File: config.mk
export PLATFORM = sky130hd
export DESIGN_NAME = codec_adc_receiver
export DESIGN_NICKNAME = d
export VERILOG_FILES = /design/src/rtl/codec_pkg.sv /design/src/rtl/codec_sync_edge.sv /design/src/rtl/codec_adc_receiver.sv
export SDC_FILE = /design/constraint.sdc
export NUM_CORES = 1
export LEC_CHECK = 0
export ABC_CLOCK_PERIOD_IN_PS = 5800
export BUFFER_PORTS_ARGS = -buffer_cell sky130_fd_sc_hd__buf_2
export CORE_ASPECT_RATIO = 1.2
export CORE_MARGIN = 2
export CORE_UTILIZATION = 30
export CTS_BUF_LIST = sky130_fd_sc_hd__clkbuf_4 sky130_fd_sc_hd__clkbuf_8
export CTS_CLUSTER_DIAMETER = 50
export DETAILED_ROUTE_END_ITERATION = 6
export PLACE_DENSITY = 0.51
export SLEW_MARGIN = 25
export SYNTH_ARGS = -nofsm -noshare
export SYNTH_HDL_FRONTEND = slang
export SYNTH_SLANG_ARGS = --single-unit
File: constraint.sdc
create_clock -name clk -period 5.8 [get_ports clk]
set_clock_uncertainty 0.1 [all_clocks]
set_input_delay 0.87 -clock clk [delete_from_list [all_inputs] [get_ports clk]]
set_output_delay 0.87 -clock clk [all_outputs]
set_load 0.05 [all_outputs]
File: src/rtl/codec_pkg.sv
// codec_pkg: shared definitions for the codec ADC receive path.
//  - SAMPLE_WIDTH_DEF : default bits per channel word
//  - rx_state_t       : receive FSM states (IDLE, SKIP, SHIFT, HOLD)
//  - CH_LEFT/CH_RIGHT : channel encoding, equal to the ADCLRCK level of that channel
`timescale 1ns/1ps
package codec_pkg;

  localparam int SAMPLE_WIDTH_DEF = 16;

  typedef enum logic [1:0] {
    IDLE  = 2'd0,
    SKIP  = 2'd1,
    SHIFT = 2'd2,
    HOLD  = 2'd3
  } rx_state_t;

  localparam logic CH_LEFT  = 1'b0;
  localparam logic CH_RIGHT = 1'b1;

endpackage

File: src/rtl/codec_sync_edge.sv
// codec_sync_edge: multi-flop synchronizer for one asynchronous codec pin,
// followed by a rise/fall detector in the clk domain.
// Ports:
//  clk, rst : system clock, asynchronous active-high reset
//  din      : asynchronous input pin
//  dout     : synchronized level
//  rise     : 1-cycle pulse when dout goes 0->1
//  fall     : 1-cycle pulse when dout goes 1->0
`timescale 1ns/1ps
module codec_sync_edge #(
  parameter int SYNC_STAGES = 2
) (
  input  logic clk,
  input  logic rst,
  input  logic din,
  output logic dout,
  output logic rise,
  output logic fall
);

  logic [SYNC_STAGES-1:0] sync_reg;
  logic                   prev_reg;

  genvar gi;
  generate
    for (gi = 0; gi < SYNC_STAGES; gi++) begin : g_stage
      if (gi == 0) begin : g_first
        always_ff @(posedge clk or posedge rst) begin
          if (rst) sync_reg[gi] <= 1'b0;
          else     sync_reg[gi] <= din;
        end
      end else begin : g_rest
        always_ff @(posedge clk or posedge rst) begin
          if (rst) sync_reg[gi] <= 1'b0;
          else     sync_reg[gi] <= sync_reg[gi-1];
        end
      end
    end
  endgenerate

  always_ff @(posedge clk or posedge rst) begin
    if (rst) prev_reg <= 1'b0;
    else     prev_reg <= sync_reg[SYNC_STAGES-1];
  end

  assign dout = sync_reg[SYNC_STAGES-1];
  assign rise = sync_reg[SYNC_STAGES-1] & ~prev_reg;
  assign fall = ~sync_reg[SYNC_STAGES-1] & prev_reg;

endmodule

File: src/rtl/codec_adc_receiver.sv
// codec_adc_receiver: I2S slave receiver for the codec ADC stream. Deserializes
// left/right words and presents signed stereo frames on a valid/ready interface.
// Optional feature macro: LEVEL_METER_EN (adds peak_level/peak_rd peak meter).
// Ports:
//  clk, rst                 : system clock, asynchronous active-high reset
//  enable                   : 0 holds the receiver in IDLE
//  aud_bclk/adclrck/adcdat  : asynchronous codec I2S pins
//  frame_left/right/valid   : output frame, held while valid && !ready
//  frame_ready              : consumer accept
//  overrun / overrun_clr    : sticky dropped-frame flag and its clear pulse
//  short_word               : pulse when a word was cut short by an LRCK edge
//  peak_level / peak_rd     : (LEVEL_METER_EN) max |sample| window, read-and-clear
`timescale 1ns/1ps
module codec_adc_receiver
  import codec_pkg::*;
#(
  parameter int SAMPLE_WIDTH = SAMPLE_WIDTH_DEF,
  parameter int I2S_DELAY    = 1,
  parameter int SYNC_STAGES  = 2
) (
  input  logic                    clk,
  input  logic                    rst,
  input  logic                    enable,
  input  logic                    aud_bclk,
  input  logic                    aud_adclrck,
  input  logic                    aud_adcdat,
  output logic [SAMPLE_WIDTH-1:0] frame_left,
  output logic [SAMPLE_WIDTH-1:0] frame_right,
  output logic                    frame_valid,
  input  logic                    frame_ready,
  output logic                    overrun,
  input  logic                    overrun_clr,
  output logic                    short_word
`ifdef LEVEL_METER_EN
  ,
  output logic [SAMPLE_WIDTH-1:0] peak_level,
  input  logic                    peak_rd
`endif
);

  localparam int CNT_W  = $clog2(SAMPLE_WIDTH + 1);
  localparam int SKIP_W = (I2S_DELAY < 1) ? 1 : $clog2(I2S_DELAY + 1);
  localparam logic [SAMPLE_WIDTH-1:0] MSB_MASK = {1'b1, {(SAMPLE_WIDTH-1){1'b0}}};

  // ---------------- pin synchronizers ----------------
  logic bclk_s, bclk_rise, bclk_fall;
  logic lrck_s, lrck_rise_raw, lrck_fall_raw;
  logic dat_s, dat_rise, dat_fall;

  codec_sync_edge #(.SYNC_STAGES(SYNC_STAGES)) u_sync_bclk (
    .clk(clk), .rst(rst), .din(aud_bclk),
    .dout(bclk_s), .rise(bclk_rise), .fall(bclk_fall)
  );
  codec_sync_edge #(.SYNC_STAGES(SYNC_STAGES)) u_sync_lrck (
    .clk(clk), .rst(rst), .din(aud_adclrck),
    .dout(lrck_s), .rise(lrck_rise_raw), .fall(lrck_fall_raw)
  );
  codec_sync_edge #(.SYNC_STAGES(SYNC_STAGES)) u_sync_dat (
    .clk(clk), .rst(rst), .din(aud_adcdat),
    .dout(dat_s), .rise(dat_rise), .fall(dat_fall)
  );

  // Only the BCLK rise is a timing event; LRCK and data are used as levels
  // sampled at that rise, so the remaining edge pulses are intentionally idle.
  logic unused_edges;
  assign unused_edges = ^{bclk_s, bclk_fall, lrck_rise_raw, lrck_fall_raw, dat_rise, dat_fall};

  // LRCK edges only count when observed at a BCLK rise, so LRCK is compared
  // against its value at the previous BCLK rise rather than the previous clk.
  logic lrck_prev_reg;
  logic lrck_edge, lrck_fall;
  assign lrck_edge = bclk_rise && (lrck_s != lrck_prev_reg);
  assign lrck_fall = lrck_edge && !lrck_s;

  // ---------------- receive FSM ----------------
  rx_state_t               state_reg, state_next;
  logic [CNT_W-1:0]        bit_cnt_reg, bit_cnt_next;
  logic [SKIP_W-1:0]       skip_cnt_reg, skip_cnt_next;
  logic [SAMPLE_WIDTH-1:0] shift_reg, shift_next;
  logic                    ch_reg, ch_next;
  logic [SAMPLE_WIDTH-1:0] word_reg, word_next;
  logic                    word_ch_reg, word_ch_next;
  logic                    store_reg, store_next;
  logic                    short_next;
  logic                    start_word;
  logic [SAMPLE_WIDTH-1:0] bit_mask;

  always_ff @(posedge clk or posedge rst) begin
    if (rst) begin
      state_reg     <= IDLE;
      bit_cnt_reg   <= '0;
      skip_cnt_reg  <= '0;
      shift_reg     <= '0;
      ch_reg        <= CH_LEFT;
      lrck_prev_reg <= 1'b0;
      word_reg      <= '0;
      word_ch_reg   <= CH_LEFT;
      store_reg     <= 1'b0;
      short_word    <= 1'b0;
    end else begin
      state_reg    <= state_next;
      bit_cnt_reg  <= bit_cnt_next;
      skip_cnt_reg <= skip_cnt_next;
      shift_reg    <= shift_next;
      ch_reg       <= ch_next;
      word_reg     <= word_next;
      word_ch_reg  <= word_ch_next;
      store_reg    <= store_next;
      short_word   <= short_next;
      if (bclk_rise) lrck_prev_reg <= lrck_s;
    end
  end

  // Bits are written straight into their final position (MSB first) into a
  // cleared register, so a truncated word is already left-aligned with zero LSBs.
  always_comb begin
    state_next    = state_reg;
    bit_cnt_next  = bit_cnt_reg;
    skip_cnt_next = skip_cnt_reg;
    shift_next    = shift_reg;
    ch_next       = ch_reg;
    word_next     = word_reg;
    word_ch_next  = word_ch_reg;
    store_next    = 1'b0;
    short_next    = 1'b0;
    start_word    = 1'b0;
    bit_mask      = MSB_MASK >> bit_cnt_reg;

    if (!enable) begin
      state_next    = IDLE;
      bit_cnt_next  = '0;
      skip_cnt_next = '0;
      shift_next    = '0;
    end else begin
      case (state_reg)
        IDLE: begin
          if (lrck_fall) start_word = 1'b1;
        end
        SKIP, SHIFT: begin
          if (lrck_edge) begin
            store_next   = 1'b1;
            short_next   = 1'b1;
            word_next    = shift_reg;
            word_ch_next = ch_reg;
            start_word   = 1'b1;
          end else if (bclk_rise) begin
            if (state_reg == SKIP && skip_cnt_reg != SKIP_W'(I2S_DELAY)) begin
              skip_cnt_next = skip_cnt_reg + SKIP_W'(1);
            end else begin
              shift_next   = dat_s ? (shift_reg | bit_mask) : shift_reg;
              bit_cnt_next = bit_cnt_reg + CNT_W'(1);
              state_next   = SHIFT;
              if (bit_cnt_reg == CNT_W'(SAMPLE_WIDTH - 1)) begin
                store_next   = 1'b1;
                word_next    = shift_next;
                word_ch_next = ch_reg;
                state_next   = HOLD;
              end
            end
          end
        end
        HOLD: begin
          if (lrck_edge) start_word = 1'b1;
        end
        default: state_next = IDLE;
      endcase

      // The edge-detecting BCLK rise itself is the first skipped period; with
      // no delay that same rise already carries the MSB.
      if (start_word) begin
        ch_next       = lrck_s;
        shift_next    = '0;
        bit_cnt_next  = '0;
        skip_cnt_next = SKIP_W'(1);
        state_next    = SKIP;
        if (I2S_DELAY == 0) begin
          shift_next    = {dat_s, {(SAMPLE_WIDTH-1){1'b0}}};
          bit_cnt_next  = CNT_W'(1);
          skip_cnt_next = '0;
          state_next    = SHIFT;
        end
      end
    end
  end

  // ---------------- frame assembly and output ----------------
  logic [SAMPLE_WIDTH-1:0] left_hold_reg;
  logic                    have_left_reg;
  logic                    frame_done;

  assign frame_done = store_reg && (word_ch_reg == CH_RIGHT) && have_left_reg;

  always_ff @(posedge clk or posedge rst) begin
    if (rst) begin
      left_hold_reg <= '0;
      have_left_reg <= 1'b0;
      frame_left    <= '0;
      frame_right   <= '0;
      frame_valid   <= 1'b0;
      overrun       <= 1'b0;
    end else begin
      // A right word only pairs with a left word received since the last IDLE.
      if (!enable) begin
        have_left_reg <= 1'b0;
      end else if (store_reg) begin
        if (word_ch_reg == CH_LEFT) begin
          left_hold_reg <= word_reg;
          have_left_reg <= 1'b1;
        end else begin
          have_left_reg <= 1'b0;
        end
      end

      if (frame_done && (!frame_valid || frame_ready)) begin
        frame_left  <= left_hold_reg;
        frame_right <= word_reg;
        frame_valid <= 1'b1;
      end else if (frame_valid && frame_ready) begin
        frame_valid <= 1'b0;
      end

      // A new drop wins over a simultaneous clear.
      if (frame_done && frame_valid && !frame_ready) overrun <= 1'b1;
      else if (overrun_clr)                           overrun <= 1'b0;
    end
  end

`ifdef LEVEL_METER_EN
  // ---------------- peak level meter ----------------
  logic [SAMPLE_WIDTH-1:0] word_abs;
  logic [SAMPLE_WIDTH-1:0] peak_reg;

  // The most negative value has no positive twin; clamp it to full scale.
  always_comb begin
    word_abs = word_reg;
    if (word_reg[SAMPLE_WIDTH-1]) begin
      if (word_reg == MSB_MASK) word_abs = ~MSB_MASK;
      else                      word_abs = (~word_reg) + SAMPLE_WIDTH'(1);
    end
  end

  always_ff @(posedge clk or posedge rst) begin
    if (rst) begin
      peak_reg   <= '0;
      peak_level <= '0;
    end else if (peak_rd) begin
      peak_level <= peak_reg;
      peak_reg   <= store_reg ? word_abs : '0;
    end else if (store_reg && (word_abs > peak_reg)) begin
      peak_reg <= word_abs;
    end
  end
`endif

endmodule
==> results.toml <==
[status]
status = "complete, but fails checks"
violations = "DRC"

[cells_and_area]
syn2layout_area_growth_pct = 13.97
layout-drive-gt1-share = 0.3432
design_area_sq_um = 4880
layout.nets = 385
diodes = 0

[power_and_ir_drop]
p_per_area_nw_per_um2 = 277.3
combinationalPowerShare = 0.070
vdd_drop_max_mv = 0.1005
p_leak_uw = 0.002356
power.switching_uw = 324.7
p_clk_frac = 0.348
p_sw_frac = 0.2400
p_int_uw = 1028
power_frac_seq = 0.582

[clock_tree]
cts_root_buf = "clkbuf_8"
ctsHoldBuffers = 0
cts_sinks = 103
clk_latency_ps = 380
cts_buffers = 9
cts_tree = "built"
postCtsSetupRepairBufs = 0
clk_pin_slew_ps = 90
clk_path_buf_depth = 2
htree_levels = 3
cts.repair.resized = 0

[sta]
worstMarginPinSlew_ps = 763.6
slew_headroom = 0.4910
hold_violations = 0
setup_viol = 0
drv_slew = 0
timing.setup.tns_ps = 0
fin_hold_ws_ps = 259.9
max_freq_ghz = 0.4243
fin_crit_ps = 2357
rsz0062_at_grt = "false"
post-route-period-util = 0.4064

[worst_setup_path]
reg2reg_slack_ps = 3440
r2r_start = "bit_cnt_reg[0]$_DFFE_PP0P_"
crit_type = "reg2reg"
cp_common_cell = "ha_1"
required_ps = 5960
crit_path_max_incr_delay_ps = 520
crit_path_end = "word_ch_reg$_DFFE_PP0P_"
critical_path.startpoint = "bit_cnt_reg[0]$_DFFE_PP0P_"
startpoint_type = "flip-flop"
cp_max_fo = 18
cp_slowest_cell = "a21oi_4"
cp-end-kind = "flip-flop"
path_cells = "ha_1 > and3_1 > ha_1 > a21oi_4 > nor2_8 > mux2_2"
arrival_ps = 2520
reg2reg_depth = 6
r2r-end = "word_ch_reg$_DFFE_PP0P_"

[logic_synthesis]
synth_cell_types = 38
syn-num-nets = 341
synthArstFlopShare = 1.000
ys.flop_type = "dfrtp_1"
synth_top_family_by_area = "multiplexers"
synth_area_sq_um = 4282
ys_seq_area_frac = 0.6020
synthCells = 324
synthAdderAreaFrac = 0.02630
ys_ff_latch = 103
post_synth.cell_area_avg_sq_um = 13.21
synth_compound_area_frac = 0.09731
synthMuxAreaShare = 0.1289
yosys.area_share.simple = 0.1113
synth-xor-area-share = 0.008475
synth_enable_flop_cells = 0
yosys_warnings = 0

[hold_path]
min_from = "u_sync_bclk.sync_reg[0]$_DFF_PP0_"
hp-class = "reg2reg"

[drt]
wl_per_cell_microns = 15.55
drc = 4
vias = 2642
drtAntennaViolNets = 0
firstDrtPassIters = 6
wirelength_microns = 8459
viasPerCell = 4.857
drt_iter0_drc = 161

[global_route]
grt_usage = 0.1213
grt_max_degree = 58
grt_overflow = 0
antenna_found_initial = 0
grt_pass1_wl_microns = 14390
grt_pass1_vias = 2761

[die]
fp.coreArea_sq_um = 13880
die_x_microns = 113.1
fp.dieArea_sq_um = 15250
rows = 47
die_y_microns = 134.9
num_io_pins = 43
initial_utilization = 0.3085

[place]
gp_routability_congestion = 0.7608
dpl.hpwl_microns = 5569
dpl-instance-area_sq_um = 4657
io_buffer_count = 42

[run]
maxCapViolCount = 0
## synthesized netlist by cell type, types with 2 or more instances
cell type,count,area share
dfrtp_1,103,0.60
mux2_2,48,0.13
nor2_1,21,0.018
nor3_1,17,0.020
a21oi_1,15,0.018
nand2_1,15,0.013
inv_1,11,0.0096
a2bb2oi_2,9,0.032
ha_1,9,0.026
nand3_1,9,0.011
nor2b_1,9,0.013
a2bb2oi_1,7,0.014
a31oi_1,6,0.0088
buf_2,6,0.0070
clkbuf_1,5,0.0044
nand2b_1,3,0.0044
nand3b_1,3,0.0053
o21ai_0,3,0.0035
o32ai_1,3,0.0061
a211oi_1,2,0.0035
nor4_4,2,0.0099
o22ai_1,2,0.0029
## per-layer routing
metal | GRT usage | wire, microns | vias up
li1 | - | - | 1252
met1 | 0.1491 | 3674 | 1329
met2 | 0.1993 | 4213 | 47
met3 | 0.03636 | 339 | 14
met4 | 0.05014 | 231 | 0
met5 | 0 | 0 | -
## worst min path at each step
stage                                             to  slack (ps)  cells past startpoint
after floorplan           u_sync_bclk.dout$_DFF_PP0_         230                      0
after global placement    u_sync_lrck.dout$_DFF_PP0_         230                      0
after detailed placement  u_sync_bclk.dout$_DFF_PP0_         240                      0
after CTS                 u_sync_bclk.dout$_DFF_PP0_         270                      0
after global routing      u_sync_bclk.dout$_DFF_PP0_         270                      0
final                     u_sync_bclk.dout$_DFF_PP0_         260                      0
## cells by family after synthesis
logic type | count (synthesis)
DFF | 103
and+or+nand+nor | 87
AOI/OAI and AO/OA | 51
muxes | 49
buffers and inverters | 23
adders and majority gates | 9
xor gates and xnor gates | 2
## layout make-up
| class | instances | area, sq um |
|---|---|---|
| inverters | 11 | 43.79 |
| flip-flops and latches | 103 | 2577 |
| well taps | 171 | 214.0 |
| fillers | 1368 | 8999 |
| clock buffers | 12 | 158.9 |
| multi-input cells | 198 | 1597 |
| clock inverters | 4 | 52.55 |
| repair buffers | 45 | 236.5 |
## power by group through the flow
stage	Combinational [uW]	Clock [uW]	Sequential, uW
after detailed placement	95.7	0	804
final	94.1	471	788
after global routing	105	525	796
after global placement	94.1	0	803
after CTS	96.3	491	789
after floorplan	77.8	0	792
## layout by cell type (no fill, tap or decap), types with 10 or more instances in the layout
master | synthesis | layout
dfrtp_1 | 103 | 103
mux2_2 | 48 | 48
buf_2 | 6 | 42
nor2_1 | 21 | 21
nor3_1 | 17 | 17
nand2_1 | 15 | 15
a21oi_1 | 15 | 15
clkbuf_8 | 0 | 11
inv_1 | 11 | 10
## stage by stage
step                setup slack [ps]  cells  total power (uW)  utilization
floorplan                       2126    324             869.5            -
global placement                3324    527             897.6       0.3356
detailed placement              3264    527             899.6       0.3356
CTS                             3452    543              1377       0.3508
global route                    3314    544              1425       0.3516
finish                          3443    544              1353       0.3516
## worst max-delay path: cells and delay by family, from the launching register on
kind / cells / cell delay, ps
multiplexers: 1 / 310
AND/OR/NAND/NOR: 2 / 360
adder cells (fa/ha/maj): 2 / 500
AO/OA/AOI/OAI: 1 / 520
flip-flops: 1 / 460
(Power assumes the default switching activity.)
